File: src/rtl/ram_arb_pkg.sv
// ram_arb_pkg: shared opcodes, FSM states and requester ids for the RAM access arbiter.
package ram_arb_pkg;
    typedef enum logic [1:0] {
        OP_WR_ADDR = 2'b00,
        OP_WR_DATA = 2'b01,
        OP_RD_ADDR = 2'b10,
        OP_RD_DATA = 2'b11
    } ram_op_e;

    typedef enum logic [1:0] {IDLE, OWN, WAIT_RD} arb_state_e;

    localparam logic REQ_SPI  = 1'b0;
    localparam logic REQ_HOST = 1'b1;

    function automatic int max2(input int a, input int b);
        return (a > b) ? a : b;
    endfunction
endpackage

File: src/rtl/rr_pick2.sv
// rr_pick2: two-requester round-robin pick; a tie goes to the requester not granted last.
module rr_pick2
    import ram_arb_pkg::*;
(
    input  logic [1:0] valid,
    input  logic       last_grant,
    output logic       winner
);
    assign winner = (&valid) ? ~last_grant : valid[REQ_HOST];
endmodule

File: src/rtl/ram_access_arbiter.sv
// ram_access_arbiter: locks the RAM command port to the SPI slave or the host for a whole
// address+data transaction and routes the read response back to the owner.
module ram_access_arbiter
    import ram_arb_pkg::*;
#(
    parameter int RD_TIMEOUT   = 16,
    parameter int LOCK_TIMEOUT = 64
) (
    input  logic       clk,
    input  logic       rst_n,
    input  logic       spi_cmd_valid,
    input  logic [9:0] spi_cmd,
    output logic       spi_cmd_ready,
    output logic       spi_rsp_valid,
    output logic [7:0] spi_rsp_data,
    output logic       spi_rsp_err,
    input  logic       host_cmd_valid,
    input  logic [9:0] host_cmd,
    output logic       host_cmd_ready,
    output logic       host_rsp_valid,
    output logic [7:0] host_rsp_data,
    output logic       host_rsp_err,
    output logic       ram_rx_valid,
    output logic [9:0] ram_din,
    input  logic       ram_tx_valid,
    input  logic [7:0] ram_dout
);
    localparam int CW = $clog2(max2(RD_TIMEOUT, LOCK_TIMEOUT));

    arb_state_e    state, state_nx;
    logic          owner, owner_nx, last_grant, last_grant_nx, winner;
    logic [CW-1:0] cnt, cnt_nx;
    logic          hs, rd_done, rd_expire, rsp;
    logic [9:0]    cmd;
    ram_op_e       op;

    rr_pick2 u_pick (
        .valid      ({host_cmd_valid, spi_cmd_valid}),
        .last_grant (last_grant),
        .winner     (winner)
    );

    assign spi_cmd_ready  = state == OWN && owner == REQ_SPI;
    assign host_cmd_ready = state == OWN && owner == REQ_HOST;
    assign cmd            = owner ? host_cmd : spi_cmd;
    assign op             = ram_op_e'(cmd[9:8]);
    assign hs             = (spi_cmd_ready && spi_cmd_valid) || (host_cmd_ready && host_cmd_valid);
    // Returned data beats a simultaneous timeout expiry.
    assign rd_done        = state == WAIT_RD && ram_tx_valid;
    assign rd_expire      = state == WAIT_RD && !ram_tx_valid && cnt == CW'(RD_TIMEOUT - 1);
    assign rsp            = rd_done || rd_expire;

    always_comb begin
        state_nx      = state;
        owner_nx      = owner;
        last_grant_nx = last_grant;
        cnt_nx        = cnt;
        case (state)
            IDLE: begin
                if (spi_cmd_valid || host_cmd_valid) begin
                    state_nx = OWN;
                    owner_nx = winner;
                    cnt_nx   = '0;
                end
            end
            OWN: begin
                if (hs) begin
                    cnt_nx = '0;
                    if (op == OP_WR_DATA) begin
                        state_nx      = IDLE;
                        last_grant_nx = owner;
                    end else if (op == OP_RD_DATA) begin
                        state_nx = WAIT_RD;
                    end
                end else if (cnt == CW'(LOCK_TIMEOUT - 1)) begin
                    state_nx      = IDLE;
                    last_grant_nx = owner;
                    cnt_nx        = '0;
                end else begin
                    cnt_nx = cnt + 1'b1;
                end
            end
            WAIT_RD: begin
                if (rsp) begin
                    state_nx      = IDLE;
                    last_grant_nx = owner;
                    cnt_nx        = '0;
                end else begin
                    cnt_nx = cnt + 1'b1;
                end
            end
            default: state_nx = IDLE;
        endcase
    end

    always_ff @(posedge clk or negedge rst_n) begin
        if (!rst_n) begin
            state          <= IDLE;
            owner          <= REQ_SPI;
            last_grant     <= REQ_HOST;
            cnt            <= '0;
            ram_rx_valid   <= 1'b0;
            ram_din        <= '0;
            spi_rsp_valid  <= 1'b0;
            spi_rsp_data   <= '0;
            spi_rsp_err    <= 1'b0;
            host_rsp_valid <= 1'b0;
            host_rsp_data  <= '0;
            host_rsp_err   <= 1'b0;
        end else begin
            state          <= state_nx;
            owner          <= owner_nx;
            last_grant     <= last_grant_nx;
            cnt            <= cnt_nx;
            ram_rx_valid   <= hs;
            ram_din        <= hs ? cmd : ram_din;
            spi_rsp_valid  <= rsp && owner == REQ_SPI;
            spi_rsp_data   <= (rd_done && owner == REQ_SPI) ? ram_dout : '0;
            spi_rsp_err    <= rd_expire && owner == REQ_SPI;
            host_rsp_valid <= rsp && owner == REQ_HOST;
            host_rsp_data  <= (rd_done && owner == REQ_HOST) ? ram_dout : '0;
            host_rsp_err   <= rd_expire && owner == REQ_HOST;
        end
    end
endmodule

File: config.mk
export PLATFORM = sky130hd
export DESIGN_NAME = ram_access_arbiter
export DESIGN_NICKNAME = d
export VERILOG_FILES = /design/src/rtl/ram_arb_pkg.sv /design/src/rtl/rr_pick2.sv /design/src/rtl/ram_access_arbiter.sv
export SDC_FILE = /design/constraint.sdc
export NUM_CORES = 1
export LEC_CHECK = 0
export ABC_AREA = 0
export ABC_CLOCK_PERIOD_IN_PS = 2150
export CAP_MARGIN = 40
export CELL_PAD_IN_SITES_DETAIL_PLACEMENT = 1
export CELL_PAD_IN_SITES_GLOBAL_PLACEMENT = 1
export CORE_MARGIN = 2
export CORE_UTILIZATION = 46
export DETAILED_ROUTE_END_ITERATION = 10
export DONT_BUFFER_PORTS = 1
export GPL_TIMING_DRIVEN = 1
export PLACE_DENSITY = 0.86
export SLEW_MARGIN = 10
export SYNTH_ARGS = -nofsm -noshare
export SYNTH_HDL_FRONTEND = slang
export SYNTH_SLANG_ARGS = --single-unit
File: constraint.sdc
create_clock -name clk -period 2.15 [get_ports clk]
set_input_delay 0.645 -clock clk [delete_from_list [all_inputs] [get_ports clk]]
set_output_delay 0.645 -clock clk [all_outputs]
set_load 0.05 [all_outputs]
======== Yosys cells after proc, flatten, opt, wreduce, memory -nomap -nowiden ========
Index checks and enable logic that the tools add are counted.
word-level totals
  output and inout port bits .............. 33
  register bits after elaboration ......... 41
  bits of input ports ..................... 33
  logic and storage cells ................. 72
operators by class
  multiplexer cells ....................... 21
  $add $sub $neg .......................... 1
  equality and inequality tests ........... 11
  reduce and logical (&&, ||, !) cells .... 25
  bitwise logic cells ..................... 2
operators by type and width
  kind                                                   count
  2-to-1 mux 6 bit                                       4
  one-hot mux 6 bit (3 select lines)                     1
  2-to-1 mux 8 bit                                       2
  logical AND 1 bit                                      13
  2-to-1 mux 2 bit                                       6
  2-to-1 mux 10 bit                                      1
  AND reduction 4 bit                                    2
  adder 6 x 1 -> 6 bit, second input constant            1
  equality test 6 x 4 -> 1 bit, second input constant    1
  equality test 6 bit, second input constant             1
  inequality test 3 x 2 -> 1 bit, second input constant  2
  one-hot mux 2 bit (3 select lines)                     1
  AND reduction 2 bit                                    3
  2-to-1 mux 1 bit                                       5
  equality test 2 x 1 -> 1 bit, second input constant    2
  equality test 2 bit, second input constant             2
  inequality test 2 bit, second input constant           2
  inequality test 4 x 2 -> 1 bit, second input constant  1
  logical OR 1 bit                                       3
  nonzero test 3 bit                                     1
  zero test 2 bit                                        1
  NOT 1 bit                                              2
  one-hot mux 1 bit (2 select lines)                     1
  nonzero test 2 bit                                     1
  zero test 1 bit                                        1

======== Logic depth before layout (Yosys ltp) ========
Gate-level depths: netlist of the first run.
  depth after elaboration ................. 6
  mapped depth ............................ 7
  mapped depth without buffers ............ 7

======== Cells and area by module ========
From an unflattened synthesis of the first run, not the netlist that was laid out.
second synthesis, totals
  cell total of the unflattened synthesis .. 168
  area, all modules ....................... 1885.6 um^2
modules (own cells, without submodules)
  module              instances  cells each  area each (um^2)  sequential area each (um^2)
  ram_access_arbiter  1          167         1874.3            1027.2
  rr_pick2            1          1           11.3              0.0

======== Worst setup path before layout of the first run ========
OpenSTA, ideal clock, no wires.
  path kind ............................... flip-flop to output port
  start point ............................. reg owner
  end point ............................... out spi_cmd_ready
  stages on the path, launching flop included .. 4
  path slack .............................. -56 ps
  arrival ................................. 1561 ps
  buffers on the path ..................... 2
  required time ........................... 1505 ps
  cell sequence ........................... dfrtp_1 buf_2 buf_1 nor2b_1
on the way
  longest elaborated chain between the ends .. 2
RTL lines
  element                 RTL line                   RTL
  start, declared         ram_access_arbiter.sv:31   logic owner, owner_nx, last_grant, last_grant_nx, winner;
  start signal, assigned  ram_access_arbiter.sv:112  owner <= owner_nx;
  NOT 1 bit               ram_access_arbiter.sv:43   assign spi_cmd_ready = state == OWN && owner == REQ_SPI;
  logical AND 1 bit       ram_access_arbiter.sv:43
  end, declared           ram_access_arbiter.sv:13   output logic spi_cmd_ready,
Every way passes these cells.

======== Worst setup path in the final report of the first run ========
  start point ............................. reg state[1]
  end point ............................... out spi_cmd_ready
on the way
  longest elaborated chain between the ends .. 2
RTL lines
  element                       RTL line                   RTL
  start, declared               ram_access_arbiter.sv:30   arb_state_e state, state_nx;
  start signal, assigned        ram_access_arbiter.sv:111  state <= state_nx;
  equality test 2 x 1 -> 1 bit  ram_access_arbiter.sv:43
  logical AND 1 bit             ram_access_arbiter.sv:43
Every way passes these cells.

==> results.toml, run 1 <==
[status]
status = "finished clean"

[setup_path]
crit_end = "spi_cmd_ready"
crit_required_ns = 1.50
critical_path.cell_chain = "inv_1 -> ha_4 -> nor2b_2 -> buf_4"
cp-startpoint = "state[1]"
setup.worst_path.class = "reg2out"
cp_slowest_stage_delay_ns = 0.39
crit_cells = 4
r2r_setup_slack_ns = 0.16
r2r_end = "state[1]"
slowest_stage = "dfrtp_1"
setup.worst_path.start_class = "register"
end_kind = "output port"
cp_max_fo = 8
crit_family = "flip-flops"
worst-r2r-cell-count = 6
crit_arrival_ns = 1.37
cp.buffers_inverters = 2
reg2reg_from = "cnt[0]"

[route]
vias = 1224
viasPerCell = 5.61
drc_errors = 0
drt_iter0_drc = 50
firstDrtPassIters = 4
wl_um = 4080
post_drt_wl_per_cell_um = 18.7
antenna_left = 0

[pwr]
seq_power_share_pct = 47.1
p_leak_nw = 0.973
power.internal_mw = 1.71
p_clk_share_pct = 19.0
switching_share_pct = 44.4
p_sw_mw = 1.37
pwr-share-comb_pct = 33.9
peakVddDrop_uv = 943
powerDensity_nw_per_um2 = 1530

[global_routing]
antenna_found_initial = 0
grt_max_degree = 42
grt_pass1_wl_um = 6390
grt_pass1_vias = 1305
grtUsageTotal_pct = 19.6
grt_overflow = 0

[final_layout]
seq_area_sq_um = 1030
layout-drive-gt1-share_pct = 13.5
stdcell_count = 218
diodes = 0
syn_to_final_growth_pct = 12.0
fillers = 391
fin_area_sq_um = 2010
postLayoutCoreUtil_pct = 54.1
multi_input_area_sq_um = 738
finalNetCount = 207

[synthesis]
yosysSeqAreaShare_pct = 57.3
syn_area_sq_um = 1790
synth-edff-count = 0
syn_area_per_cell_sq_um = 11.0
synth_top_cell_by_area = "dfrtp_1"
synthArstFlopShare_pct = 100
yosysTopAreaCellShare_pct = 55.8
ys_types = 38
synth_cells = 163
synth_common_cells = "40 x dfrtp_1, 23 x nand2_1, 17 x and2_1"
syn_nets = 200
yosysMostFrequentCell = "dfrtp_1"
ys_seq_elements = 41
synth_ff_type = "dfrtp_1"
yosys_warnings = 0
netlist_top_cells_area = "dfrtp_1 56%, and2_1 5.9%, mux2i_1 5.6%"

[floorplan]
start_util_pct = 48.3
dieHeight_um = 66.5
coreArea_sq_um = 3720
boundaryPins = 66
die_w_um = 66.5
rows = 22
die-area_sq_um = 4420

[clock_network]
cts_buffer_depth = 2
htreeDepth = 2
cts_buffers = 5
cts_tree = "built"
clockRootBuffer = "clkbuf_8"
post_cts_buffers = 0
cts.sinks = 41
insertion_delay_ns = 0.29
clkTransAtPathRegs_ns = 0.08

[sta]
setup_tns_ns = 0
final-setup-viol-count = 0
fin_skew_ns = 0.00520
fmax_mhz = 496
hold_violations = 0
maxSlewViolCount = 0
tightest_slew_ns = 0.513
fin_crit_sh_pct = 93.7
period_needed_ns = 2.02
hold-worst-slack_ns = 0.0421
rsz0062_at_grt = "false"
slew_headroom_pct = 65.8

[placed_design]
place_area_sq_um = 1890
port_buffers = 0
place_congestion = 0.849
post-place-cells = 211
dp_hpwl_um = 3070

[job]
max_cap_viol_count = 0

[hold_path]
hold_class = "in2async"
-- per-layer routing --
metal  vias to the layer above  wire length (um)  track usage (%)
met3                         7               272             5.74
met4                         0                65             7.65
met1                       604              1640             22.5
met2                        45              2100             34.3
li1                        568                 -                -
met5                         -                 0                0
-- worst reg2reg max path: cells and delay by family (launching register included) --
family	cells	cell delay, ns
simple gates	2	0.43
mux	1	0.32
compound gates	2	0.52
flops	1	0.39
fa+ha+maj	1	0.21
-- how the worst min path moves through the flow --
stage | start | to | slack [ns] | cells past startpoint
3_3_place_gp | rst_n | ram_din[1] | 0.35 | 0
4_1_cts | rst_n | ram_din[6] | 0.04 | 0
3_5_place_dp | rst_n | ram_din[1] | 0.35 | 0
2_1_floorplan | rst_n | cnt[0] | 0.35 | 0
5_1_grt | rst_n | ram_din[1] | 0.03 | 0
6_report | rst_n | ram_din[1] | 0.04 | 0
-- power groups by stage --
stage          Clock (mW)  Combinational [mW]  Sequential (mW)
5_1_grt             0.633                1.14             1.47
3_5_place_dp            0                1.01             1.46
2_1_floorplan           0               0.734             1.43
4_1_cts             0.601                1.02             1.44
6_report            0.585                1.04             1.45
3_3_place_gp            0               0.927             1.45
-- cell type report --
class                   instances  area share [%]
well taps                      48            2.99
repair buffers                  6            2.86
clock inverters                 2            1.74
multi-input cells             110            36.7
clock buffers                   5            3.42
flip-flops and latches         41            51.1
inverters                       6            1.12
-- what timing repair did --
item	CTS	global route
hold buffers	0	0
setup endpoints to repair	2	2
gates resized for setup	1	2
-- cells by family after synthesis --
group / after synthesis / synth area share (%)
compound gates: 29 / 10.9
fa+ha+maj: 4 / 2.79
buf+inv: 12 / 2.65
flops: 41 / 57.3
mux: 14 / 8.09
simple gates: 63 / 18.3
-- sequential cells by signal (all words and copies together) (netlist names), 2 cells and up --
signal	flops
cnt	6
ram_din	10
host_rsp_data	8
state	2
spi_rsp_data	8
-- cells in the final DEF (no fill, tap or decap), types with 2 or more instances in the layout --
cell type  synthesis  layout
a21oi_1            2       2
mux2i_1           10      10
mux2_1             3       3
o32ai_1            2       2
a211oi_1           2       2
nand2b_1           2       2
o21ai_0           12      12
and2_1            17      17
nand2_1           23      23
or2_2              3       3
nand3_1            2       2
buf_4              0       5
a22o_1             2       2
dfrtp_1           40      40
nor2_1             4       4
or3_1              2       2
nor3_1             2       2
and3_1             2       2
ha_1               4       3
inv_1              6       6
clkbuf_8           0       5
-- per-stage QoR --
stage	total power, mW	setup slack [ns]
4_1_cts	3.07	0.0448
5_1_grt	3.24	0.0219
3_3_place_gp	2.37	0.194
3_5_place_dp	2.47	0.118
2_1_floorplan	2.16	0.0339
6_report	3.08	0.135
Power figures use the tool's default switching activity.
==> run 2: changes to the inputs <==
--- a/config.mk
+++ b/config.mk
@@ -8,14 +8,12 @@
 export ABC_AREA = 0
 export ABC_CLOCK_PERIOD_IN_PS = 2150
 export CAP_MARGIN = 40
-export CELL_PAD_IN_SITES_DETAIL_PLACEMENT = 1
-export CELL_PAD_IN_SITES_GLOBAL_PLACEMENT = 1
 export CORE_MARGIN = 2
-export CORE_UTILIZATION = 46
+export CORE_UTILIZATION = 50
 export DETAILED_ROUTE_END_ITERATION = 10
 export DONT_BUFFER_PORTS = 1
-export GPL_TIMING_DRIVEN = 1
-export PLACE_DENSITY = 0.86
+export GPL_TIMING_DRIVEN = 0
+export PLACE_DENSITY = 0.75
 export SLEW_MARGIN = 10
 export SYNTH_ARGS = -nofsm -noshare
 export SYNTH_HDL_FRONTEND = slang
==> results.toml, run 2 (synthesized netlist as in run 1, its figures left out) <==
[route]
post_drt_wl_per_cell_um = 15.9
drt_iter0_drc = 31
firstDrtPassIters = 4
vias = 1213
wl_met3_um = 279
viasPerCell = 5.59
drc_errors = 0
dr_wl_met2_um = 1750
wl_um = 3450
highest_layer = "met4"
m1WireLength_um = 1340
antenna_left = 0

[setup_path]
reg2reg_from = "owner"
cp_max_fo = 19
cp-startpoint = "owner"
r2r_setup_slack_ns = 0.13
crit_required_ns = 1.50
crit_arrival_ns = 1.43
r2r_end = "state[0]"
setup.worst_path.class = "reg2out"
crit_end = "host_cmd_ready"
setup.worst_path.start_class = "register"
worst-r2r-cell-count = 5
end_kind = "output port"

[floorplan]
die-area_sq_um = 4080
dieHeight_um = 63.9
rows = 21
boundaryPins = 66
coreArea_sq_um = 3390
die_w_um = 63.9
start_util_pct = 52.9

[sta]
maxSlewViolCount = 0
final-setup-viol-count = 0
fin_skew_ns = 0.00770
period_needed_ns = 2.07
hold_violations = 0
setup_tns_ns = 0
fmax_mhz = 482
tightest_slew_ns = 0.524
fin_crit_sh_pct = 96.5
rsz0062_at_grt = "false"
slew_headroom_pct = 64.1

[global_routing]
grtUsageTotal_pct = 18.4
grt_overflow = 0
antenna_found_initial = 0
grt_pass1_wl_um = 5650
grt_max_degree = 41
grt_pass1_vias = 1250

[status]
status = "finished clean"

[final_layout]
diodes = 0
layout-drive-gt1-share_pct = 12.9
largest_register = "ram_din"
largestRegisters = "ram_din x10, host_rsp_data x8, spi_rsp_data x8"
largest_register_ffs = 10
finalNetCount = 207
fin_area_sq_um = 2000
final_cell_mix = "40 x dfrtp_1, 23 x nand2_1, 16 x and2_1"
syn_to_final_growth_pct = 11.4
layout_commonest_cell = "dfrtp_1"

[clock_network]
htreeDepth = 2
cts_tree = "built"
cts.sinks = 41
cts_buffers = 5
clockRootBuffer = "clkbuf_4"
clkTransAtPathRegs_ns = 0.11
cts_buffer_depth = 2
post_cts_buffers = 0
insertion_delay_ns = 0.35

[placed_design]
port_buffers = 0
place_congestion = 0.871
place_area_sq_um = 1850
dp_hpwl_um = 2580

[pwr]
powerDensity_nw_per_um2 = 1460
p_leak_nw = 0.957
peakVddDrop_uv = 934

[job]
max_cap_viol_count = 0

[hold_path]
hold_class = "in2async"
[run 2: worst max-delay path: stages (launching register included)]
cell	delay [ns]
dfrtp_1	0.41
buf_4	0.30
and2_2	0.37
[run 2: power by group]
part	internal [mW]	switching, mW	total, mW
clock	0.278	0.235	0.513
combinational	0.387	0.564	0.951
sequential	0.935	0.511	1.45
[run 2: timing repair]
item | in CTS | in global routing
gates resized for setup | 4 | 4
hold buffers | 1 | 0
setup endpoints to repair | 2 | 5
hold endpoints to repair | 40 | 0
[run 2: per-layer routing]
| metal | GRT usage (%) | up-vias |
|---|---|---|
| met3 | 7.22 | 8 |
| li1 | - | 574 |
| met1 | 18.8 | 583 |
| met2 | 32.2 | 48 |
| met4 | 9.78 | 0 |
| met5 | 0 | - |
[run 2: final cells by class]
type,instances,area (sq um)
Multi-Input combinational cell,110,762
Tap cell,46,57.6
Sequential cell,41,1030
Inverter,6,22.5
Timing Repair Buffer,1,20.0
Clock inverter,1,30.0
Clock buffer,7,55.1
Fill cell,279,1390
Buffer,5,23.8
[run 2: worst min-delay path by stage]
stage | from | end | slack, ns | depth (start not counted)
after floorplan | rst_n | cnt[0] | 0.35 | 0
after detailed placement | rst_n | host_rsp_data[3] | 0.35 | 0
after global routing | rst_n | last_grant | 0.11 | 0
final | rst_n | ram_din[6] | 0.12 | 1
after global placement | rst_n | host_rsp_data[3] | 0.35 | 0
after CTS | rst_n | ram_din[2] | 0.11 | 1
[run 2: metrics by stage]
| stage | hold WS [ns] | cells | setup WS [ns] | total power, mW | utilization [%] |
|---|---|---|---|---|---|
| 2_1_floorplan | 0.349 | 163 | 0.0339 | 2.16 | - |
| 5_1_grt | 0.105 | 217 | 0.00238 | 3.09 | 59.0 |
| 6_report | 0.118 | 217 | 0.0762 | 2.91 | 59.0 |
| 3_3_place_gp | 0.350 | 209 | -0.171 | 2.30 | 54.7 |
| 4_1_cts | 0.115 | 217 | 0.0111 | 2.89 | 58.0 |
| 3_5_place_dp | 0.350 | 209 | -0.212 | 2.34 | 54.7 |
